### config.mk
export PLATFORM = sky130hd
export DESIGN_NAME = acc_req_arbiter
export DESIGN_NICKNAME = d
export VERILOG_FILES = /design/src/rtl/acc_req_arbiter.sv
export SDC_FILE = /design/constraint.sdc
export NUM_CORES = 1
export LEC_CHECK = 0
export ABC_CLOCK_PERIOD_IN_PS = 1670
export CAP_MARGIN = 20
export CORE_AREA = 2 2 140 142
export DETAILED_ROUTE_END_ITERATION = 10
export DIE_AREA = 0 0 142 144
export PLACE_DENSITY = 0.58
export SYNTH_ARGS = -nofsm -noshare
export SYNTH_HDL_FRONTEND = slang
export SYNTH_SLANG_ARGS = --single-unit
### constraint.sdc
create_clock -name clk_i -period 1.67 [get_ports clk_i]
set_clock_uncertainty 0.1 [all_clocks]
set_input_delay 0.2505 -clock clk_i [delete_from_list [all_inputs] [get_ports clk_i]]
set_output_delay 0.2505 -clock clk_i [all_outputs]
set_load 0.02 [all_outputs]
### src/rtl/acc_req_arbiter.sv
// Round-robin arbiter sharing one accelerator request/response port among NumReq
// requesters, with grant lock, index-tagged IDs and per-requester in-flight throttling.
module acc_req_arbiter #(
  parameter int unsigned NumReq         = 1,
  parameter int unsigned DataWidth      = 32,
  parameter int unsigned AccAddrWidth   = 1,
  parameter int unsigned MaxOutstanding = 4,
  parameter bit          AssertEn       = 1'b1,
  localparam int unsigned IdxWidth      = (NumReq > 1) ? $clog2(NumReq) : 1,
  localparam int unsigned IdWidth       = 5 + IdxWidth,
  localparam int unsigned CntWidth      = $clog2(MaxOutstanding + 1)
) (
  input  logic                                    clk_i,
  input  logic                                    rst_ni,
  input  logic [NumReq-1:0]                       slv_req_valid_i,
  output logic [NumReq-1:0]                       slv_req_ready_o,
  input  logic [NumReq-1:0][AccAddrWidth-1:0]     slv_req_addr_i,
  input  logic [NumReq-1:0][31:0]                 slv_req_data_op_i,
  input  logic [NumReq-1:0][2:0][DataWidth-1:0]   slv_req_data_arg_i,
  input  logic [NumReq-1:0][4:0]                  slv_req_id_i,
  output logic                                    mst_req_valid_o,
  input  logic                                    mst_req_ready_i,
  output logic [AccAddrWidth-1:0]                 mst_req_addr_o,
  output logic [31:0]                             mst_req_data_op_o,
  output logic [2:0][DataWidth-1:0]               mst_req_data_arg_o,
  output logic [IdWidth-1:0]                      mst_req_id_o,
  input  logic                                    mst_rsp_valid_i,
  output logic                                    mst_rsp_ready_o,
  input  logic [IdWidth-1:0]                      mst_rsp_id_i,
  input  logic [DataWidth-1:0]                    mst_rsp_data_i,
  input  logic                                    mst_rsp_error_i,
  output logic [NumReq-1:0]                       slv_rsp_valid_o,
  input  logic [NumReq-1:0]                       slv_rsp_ready_i,
  output logic [NumReq-1:0][4:0]                  slv_rsp_id_o,
  output logic [NumReq-1:0][DataWidth-1:0]        slv_rsp_data_o,
  output logic [NumReq-1:0]                       slv_rsp_error_o
);

  localparam logic [CntWidth-1:0] CntMax = CntWidth'(MaxOutstanding);

  logic [IdxWidth-1:0]               rr_ptr_reg, rr_ptr_next;
  logic                              lock_reg, lock_next;
  logic [IdxWidth-1:0]               lock_idx_reg, lock_idx_next;
  logic [NumReq-1:0][CntWidth-1:0]   cnt_reg;

  logic [NumReq-1:0]   eligible;
  logic [IdxWidth-1:0] rr_grant;
  logic                rr_found;
  logic [IdxWidth-1:0] grant;
  logic                req_hs;
  logic [IdxWidth-1:0] rsp_idx;
  logic                rsp_in_range;

  genvar gi;

  generate
    for (gi = 0; gi < NumReq; gi++) begin : g_elig
      assign eligible[gi] = slv_req_valid_i[gi] && (cnt_reg[gi] < CntMax);
    end
  endgenerate

  // First eligible lane scanning upward from rr_ptr with wrap.
  always_comb begin
    int unsigned         cand;
    logic [IdxWidth-1:0] cand_idx;
    rr_grant = rr_ptr_reg;
    rr_found = 1'b0;
    cand     = 0;
    cand_idx = '0;
    for (int unsigned k = 0; k < NumReq; k++) begin
      cand = int'(rr_ptr_reg) + k;
      if (cand >= NumReq) cand = cand - NumReq;
      cand_idx = IdxWidth'(cand);
      if (!rr_found && eligible[cand_idx]) begin
        rr_found = 1'b1;
        rr_grant = cand_idx;
      end
    end
  end

  assign grant           = lock_reg ? lock_idx_reg : rr_grant;
  assign mst_req_valid_o = lock_reg ? slv_req_valid_i[lock_idx_reg] : rr_found;
  assign req_hs          = mst_req_valid_o && mst_req_ready_i;

  assign mst_req_addr_o     = slv_req_addr_i[grant];
  assign mst_req_data_op_o  = slv_req_data_op_i[grant];
  assign mst_req_data_arg_o = slv_req_data_arg_i[grant];
  assign mst_req_id_o       = {grant, slv_req_id_i[grant]};

  generate
    for (gi = 0; gi < NumReq; gi++) begin : g_req_ready
      assign slv_req_ready_o[gi] = (grant == IdxWidth'(gi)) && mst_req_ready_i && eligible[gi];
    end
  endgenerate

  always_comb begin
    rr_ptr_next   = rr_ptr_reg;
    lock_next     = lock_reg;
    lock_idx_next = lock_idx_reg;
    if (mst_req_valid_o && !mst_req_ready_i) begin
      lock_next     = 1'b1;
      lock_idx_next = grant;
    end else if (req_hs) begin
      lock_next   = 1'b0;
      rr_ptr_next = (int'(grant) == int'(NumReq) - 1) ? '0 : grant + IdxWidth'(1);
    end
  end

  always_ff @(posedge clk_i or negedge rst_ni) begin
    if (!rst_ni) begin
      rr_ptr_reg   <= '0;
      lock_reg     <= 1'b0;
      lock_idx_reg <= '0;
    end else begin
      rr_ptr_reg   <= rr_ptr_next;
      lock_reg     <= lock_next;
      lock_idx_reg <= lock_idx_next;
    end
  end

  // Responses carrying an index beyond NumReq are accepted and discarded.
  assign rsp_idx         = mst_rsp_id_i[IdWidth-1 -: IdxWidth];
  assign rsp_in_range    = int'(rsp_idx) < int'(NumReq);
  assign mst_rsp_ready_o = rsp_in_range ? slv_rsp_ready_i[rsp_idx] : 1'b1;

  generate
    for (gi = 0; gi < NumReq; gi++) begin : g_lane
      logic                inc, dec;
      logic [CntWidth-1:0] cnt_next;

      assign slv_rsp_valid_o[gi] = mst_rsp_valid_i && rsp_in_range && (rsp_idx == IdxWidth'(gi));
      assign slv_rsp_id_o[gi]    = mst_rsp_id_i[4:0];
      assign slv_rsp_data_o[gi]  = mst_rsp_data_i;
      assign slv_rsp_error_o[gi] = mst_rsp_error_i;

      assign inc = req_hs && (grant == IdxWidth'(gi));
      assign dec = slv_rsp_valid_o[gi] && slv_rsp_ready_i[gi];

      always_comb begin
        cnt_next = cnt_reg[gi];
        if (inc && !dec) begin
          cnt_next = cnt_reg[gi] + CntWidth'(1);
        end else if (dec && !inc && (cnt_reg[gi] != '0)) begin
          cnt_next = cnt_reg[gi] - CntWidth'(1);
        end
      end

      always_ff @(posedge clk_i or negedge rst_ni) begin
        if (!rst_ni) begin
          cnt_reg[gi] <= '0;
        end else begin
          cnt_reg[gi] <= cnt_next;
        end
      end

      always @(posedge clk_i) begin
        if (AssertEn && rst_ni) begin
          assert (!(dec && !inc && (cnt_reg[gi] == '0)));
        end
      end
    end
  endgenerate

  always @(posedge clk_i) begin
    if (AssertEn && rst_ni) begin
      assert (!(mst_rsp_valid_i && !rsp_in_range));
    end
  end

endmodule

Word level (Yosys, flattened, before mapping)
Index checks and enable logic that the tools add are counted.
W data, S select, Z words.
{"block": "totals", "output_inout_bits": 177, "input_bits": 179, "regBits": 6, "elab_cells": 55}
{"block": "classes", "mux": 18, "magnitude_cmp": 7, "reduce_logical": 19, "add_sub_neg": 4, "n_bitwise": 3}
{"cell": "$mux W96", "n": 1}
{"cell": "$mux W32", "n": 1}
{"cell": "$mux W1", "n": 13}
{"cell": "$logic_and A1 B1 Y1", "n": 12}
{"cell": "$mux W3", "n": 2}
{"cell": "$lt A1 B1 Y1 const B", "n": 5}
{"cell": "$mux W5", "n": 1}
{"cell": "$reduce_bool A2 Y1", "n": 2}
{"cell": "$add A3 B1 Y3 const B", "n": 1}
{"cell": "$logic_not A1 Y1", "n": 3}
{"cell": "$lt A3 B3 Y1 const B", "n": 1}
{"cell": "$not A1 Y1", "n": 3}
{"cell": "$reduce_bool A3 Y1", "n": 1}
{"cell": "$sub A3 B1 Y3 const B", "n": 1}
{"cell": "$reduce_and A2 Y1", "n": 1}
{"cell": "$add A1 B1 Y1 const B", "n": 1}
{"cell": "$ge A1 B1 Y1 const B", "n": 1}
{"cell": "$sub A1 B1 Y1 const B", "n": 1}

Longest topological paths before layout
{"block": "logic_depth", "ltp_word": 13, "depth_mapped": 7, "depth_no_buf": 7}

Worst setup path before layout
No wires, ideal clock.
{"block": "synth_path", "path_type": "flip-flop to flip-flop", "from": "reg lock_reg", "to": "reg cnt_reg[2] (netlist bit)", "setup_slack_ns": -0.155, "setup_ns": 0.077, "arrival_ns": 1.648, "n_path_buf": 0, "stages_incl_launch_ff": 7, "path_cell_list": "dfrtp_1 a21boi_2 and4_4 inv_1 fa_1 mux2_2 a21oi_1"}
{"block": "synth_via", "elab_chain_len": 7}
{"item": "start, declared", "line_no": "42", "source": "logic lock_reg, lock_next;"}
{"item": "start signal, assigned", "line_no": "116", "source": "lock_reg <= lock_next;"}
{"item": "$mux W1 (on tied branches)", "line_no": "82, 81"}
{"item": "$logic_and A1 B1 Y1 or $not A1 Y1 (tied branches)", "line_no": "83, 136"}
{"item": "$logic_and A1 B1 Y1 *", "line_no": "136", "source": "assign inc = req_hs && (grant == IdxWidth'(gi));"}
{"item": "$logic_not A1 Y1", "line_no": "143", "source": "end else if (dec && !inc && (cnt_reg[gi] != '0)) begin"}
{"item": "$logic_and A1 B1 Y1 (2 in a row)", "line_no": "143"}
{"item": "$reduce_bool A2 Y1 (no source line)"}
{"item": "end signal, assigned by index", "line_no": "152", "source": "cnt_reg[gi] <= cnt_next;"}
{"item": "end, declared", "line_no": "44", "source": "logic [NumReq-1:0][CntWidth-1:0] cnt_reg;"}
Every way passes the cells marked *; elsewhere a longest branch is shown, timed or not.
A chain may end at the register's enable or synchronous reset.

Worst setup path in the final report
Ends and elaborated chain as after synthesis.

==> flow_metrics.py <==
metrics = {
    "final_layout": {
        "multi_input_area_um2": 250,
        "diodes": 0,
        "syn_to_final_growth_pct": -43.3,
        "drive_gt1_frac": 0.426,
        "largest_reg_flops": 3,
        "final_cell_area_um2": 936,
        "regArea_um2": 126,
        "final_nets": 242,
        "nFillCells": 2234,
    },
    "clock_network": {
        "cts_root_buffer": "clkbuf_16",
        "cts.path.max_buffers": 2,
        "path_clk_slew_ns": 0.03,
        "cts_buffers": 3,
        "cts.sinks": 5,
        "tritoncts": "done",
        "htreeDepth": 1,
        "insertion_delay_ns": 0.23,
        "ctsHoldBuffers": 0,
    },
    "floorplanning": {
        "io_pins": 356,
        "die_w_um": 142,
        "core.rowCount": 51,
        "start_util": 0.0865,
        "dieHeight_um": 144,
        "dieArea_um2": 20400,
        "core_um2": 19100,
    },
    "sta": {
        "max_slew_margin": 0.728,
        "worst_pin_slew_ns": 0.406,
        "layout_setup_ws_ns": -0.139,
        "maxSlewViolCount": 0,
        "finalCriticalPeriod_ns": 1.81,
        "rsz0062_at_grt": "yes",
        "fmax_mhz": 553,
        "setup-violations-final": 2,
        "fin_tns_setup_ns": -0.217,
        "hold_violations": 0,
        "period_share": 1.08,
    },
    "global_routing": {
        "grt_usage": 0.0430,
        "grt_max_degree": 6,
        "grt_pass1_wl_mm": 5.58,
        "first_global_vias": 763,
        "grt_overflow": 0,
        "grt_antenna_before_repair": 0,
    },
    "synthesis": {
        "muxShareOfSynthArea": 0.0190,
        "synthCells": 209,
        "ys_ff_latch": 5,
        "seq_area_frac_synth": 0.0758,
        "ys_warn_count": 0,
        "syn_area_um2": 1650,
        "synthAdderAreaFrac": 0.0121,
        "synth-xor-area-share": 0,
        "synth_top_family_by_area": "buffers and inverters",
        "synth_area_per_cell_um2": 7.90,
        "synth_compound_area_frac": 0.0462,
        "synthSimpleGateAreaFrac": 0.0553,
        "syn_nets": 389,
        "synth.distinct_cells": 24,
    },
    "outcome": {
        "outcome": "finished, violations left",
        "violations": "setup timing",
    },
    "power": {
        "seqPwrFrac": 0.235,
        "peakVddDrop_v": 0.000281,
        "switching_share": 0.316,
        "p_int_mw": 0.699,
        "powerDensity_nw_per_um2": 1090,
        "p_sw_mw": 0.323,
        "power.leakage_nw": 0.321,
        "p_comb_frac": 0.376,
        "clkPwrFrac": 0.389,
    },
    "worst_setup_path": {
        "required_ns": 1.73,
        "critPathKind": "reg2reg",
        "start_kind": "flop",
        "end_kind": "flop",
        "arrival_ns": 1.87,
        "cp_max_fo": 4,
    },
    "place": {
        "port_buffers": 11,
        "dp_hpwl_mm": 3.75,
        "place_area_um2": 822,
        "place_congestion": 0.652,
    },
    "detailed_routing": {
        "firstDrtPassIters": 2,
        "antenna_left": 0,
        "drtIter0Drc": 17,
        "via_per_inst": 2.13,
        "remaining_drc_errors": 0,
        "wl_per_cell_um": 15.2,
        "wl_mm": 4.55,
        "vias": 638,
    },
    "worst_hold_path": {
        "hold_class": "in2async",
    },
    "run": {
        "cap_violations": 0,
    },
}
Yosys cell counts:
library cell,number,area share
a21boi_1,1,0.0046
a21boi_2,1,0.0068
a21oi_1,3,0.0091
a221oi_1,1,0.0053
a31oi_1,1,0.0038
and2_1,2,0.0076
and3_1,1,0.0038
and4_4,1,0.0068
buf_4,173,0.79
dfrtp_1,5,0.076
fa_1,1,0.012
inv_1,2,0.0046
mux2_2,1,0.0068
mux2i_1,2,0.012
nand2_1,1,0.0023
nand2b_1,1,0.0038
nand3b_4,1,0.012
nor2_1,5,0.011
nor2b_1,1,0.0038
o21a_1,1,0.0046
o21ai_0,1,0.0030
o22ai_1,1,0.0038
o31a_1,1,0.0053
or2_2,1,0.0038
per-layer routing:
metal / up-vias / wire [um] / GRT usage
met1: 216 / 555 / 0.0124
met3: 94 / 1430 / 0.0623
met5: - / 0 / 0
met4: 0 / 906 / 0.0884
li1: 181 / - / -
met2: 147 / 1650 / 0.0496
cell type report:
class	instances	area share
Clock buffer	4	0.0842
Inverter	2	0.00802
Timing Repair Buffer	21	0.187
Multi-Input combinational cell	29	0.267
Sequential cell	5	0.135
Tap cell	238	0.318
worst max-delay path: stages, from the launching register on:
cell	delay [ns]
dfrtp_2	0.43
a21boi_4	0.15
and4_4	0.24
inv_2	0.04
fa_2	0.36
mux2_4	0.31
a21oi_2	0.11
repair_timing:
item / 4_1_cts / 5_1_grt
resized for setup: 18 / 2
cloned: 0 / 0
endpoints found under the setup margin: 7 / 5
pin swaps: 4 / 1
buffers inserted: 2 / 0
per-stage QoR:
step,worst slack (ns),total power [mW],util,hold slack [ns],cells
2_1_floorplan,-0.0951,1.03,-,-0.145,209
3_3_place_gp,-0.483,0.553,0.0431,0.401,293
3_5_place_dp,-0.554,0.581,0.0431,0.401,293
4_1_cts,-0.218,1.03,0.0489,0.168,299
5_1_grt,-0.228,1.10,0.0491,0.184,299
6_report,-0.139,1.02,0.0491,0.164,299
power groups by stage:
stage | logic, mW | clock network (mW) | registers (mW)
6_report | 0.384 | 0.398 | 0.240
5_1_grt | 0.436 | 0.414 | 0.250
4_1_cts | 0.387 | 0.404 | 0.237
3_5_place_dp | 0.351 | 0 | 0.231
3_3_place_gp | 0.327 | 0 | 0.226
2_1_floorplan | 0.808 | 0 | 0.225
cells in the final DEF (no fill, tap or decap), drive strengths merged:
cell type / count
dlygate4sd2: 5
o21ai: 1
clkbuf: 4
a21oi: 3
nor2: 5
buf: 11
o21a: 1
and4: 1
fa: 1
clkdlybuf4s15: 2
a21boi: 2
a31oi: 1
dfrtp: 5
inv: 2
clkdlybuf4s50: 3
mux2: 1
nand2b: 1
or2: 1
o31a: 1
and2: 2
and3: 1
mux2i: 2
nand3b: 1
a221oi: 1
o22ai: 1
nor2b: 1
nand2: 1
cell families after synthesis:
family	after synthesis
AO/OA/AOI/OAI	11
adder cells (fa/ha/maj)	1
buffers and inverters	175
flip-flops	5
multiplexers	3
AND/OR/NAND/NOR	14
final timing paths:
kind | slack, ns | startpoint | to | cells after the start
max | -0.14 | lock_reg | cnt_reg[2] | 6
min | 0.16 | rst_ni | cnt_reg[2] | 1
max reg2reg | -0.14 | lock_reg | cnt_reg[2] | 6
min reg2reg | 0.50 | lock_reg | lock_reg | 2
max in group asynchronous | 1.08 | rst_ni | lock_reg | 1
min in group clk_i | 0.35 | mst_req_ready_i | lock_reg | 3
Note: power is estimated with default switching activity, not from simulation.
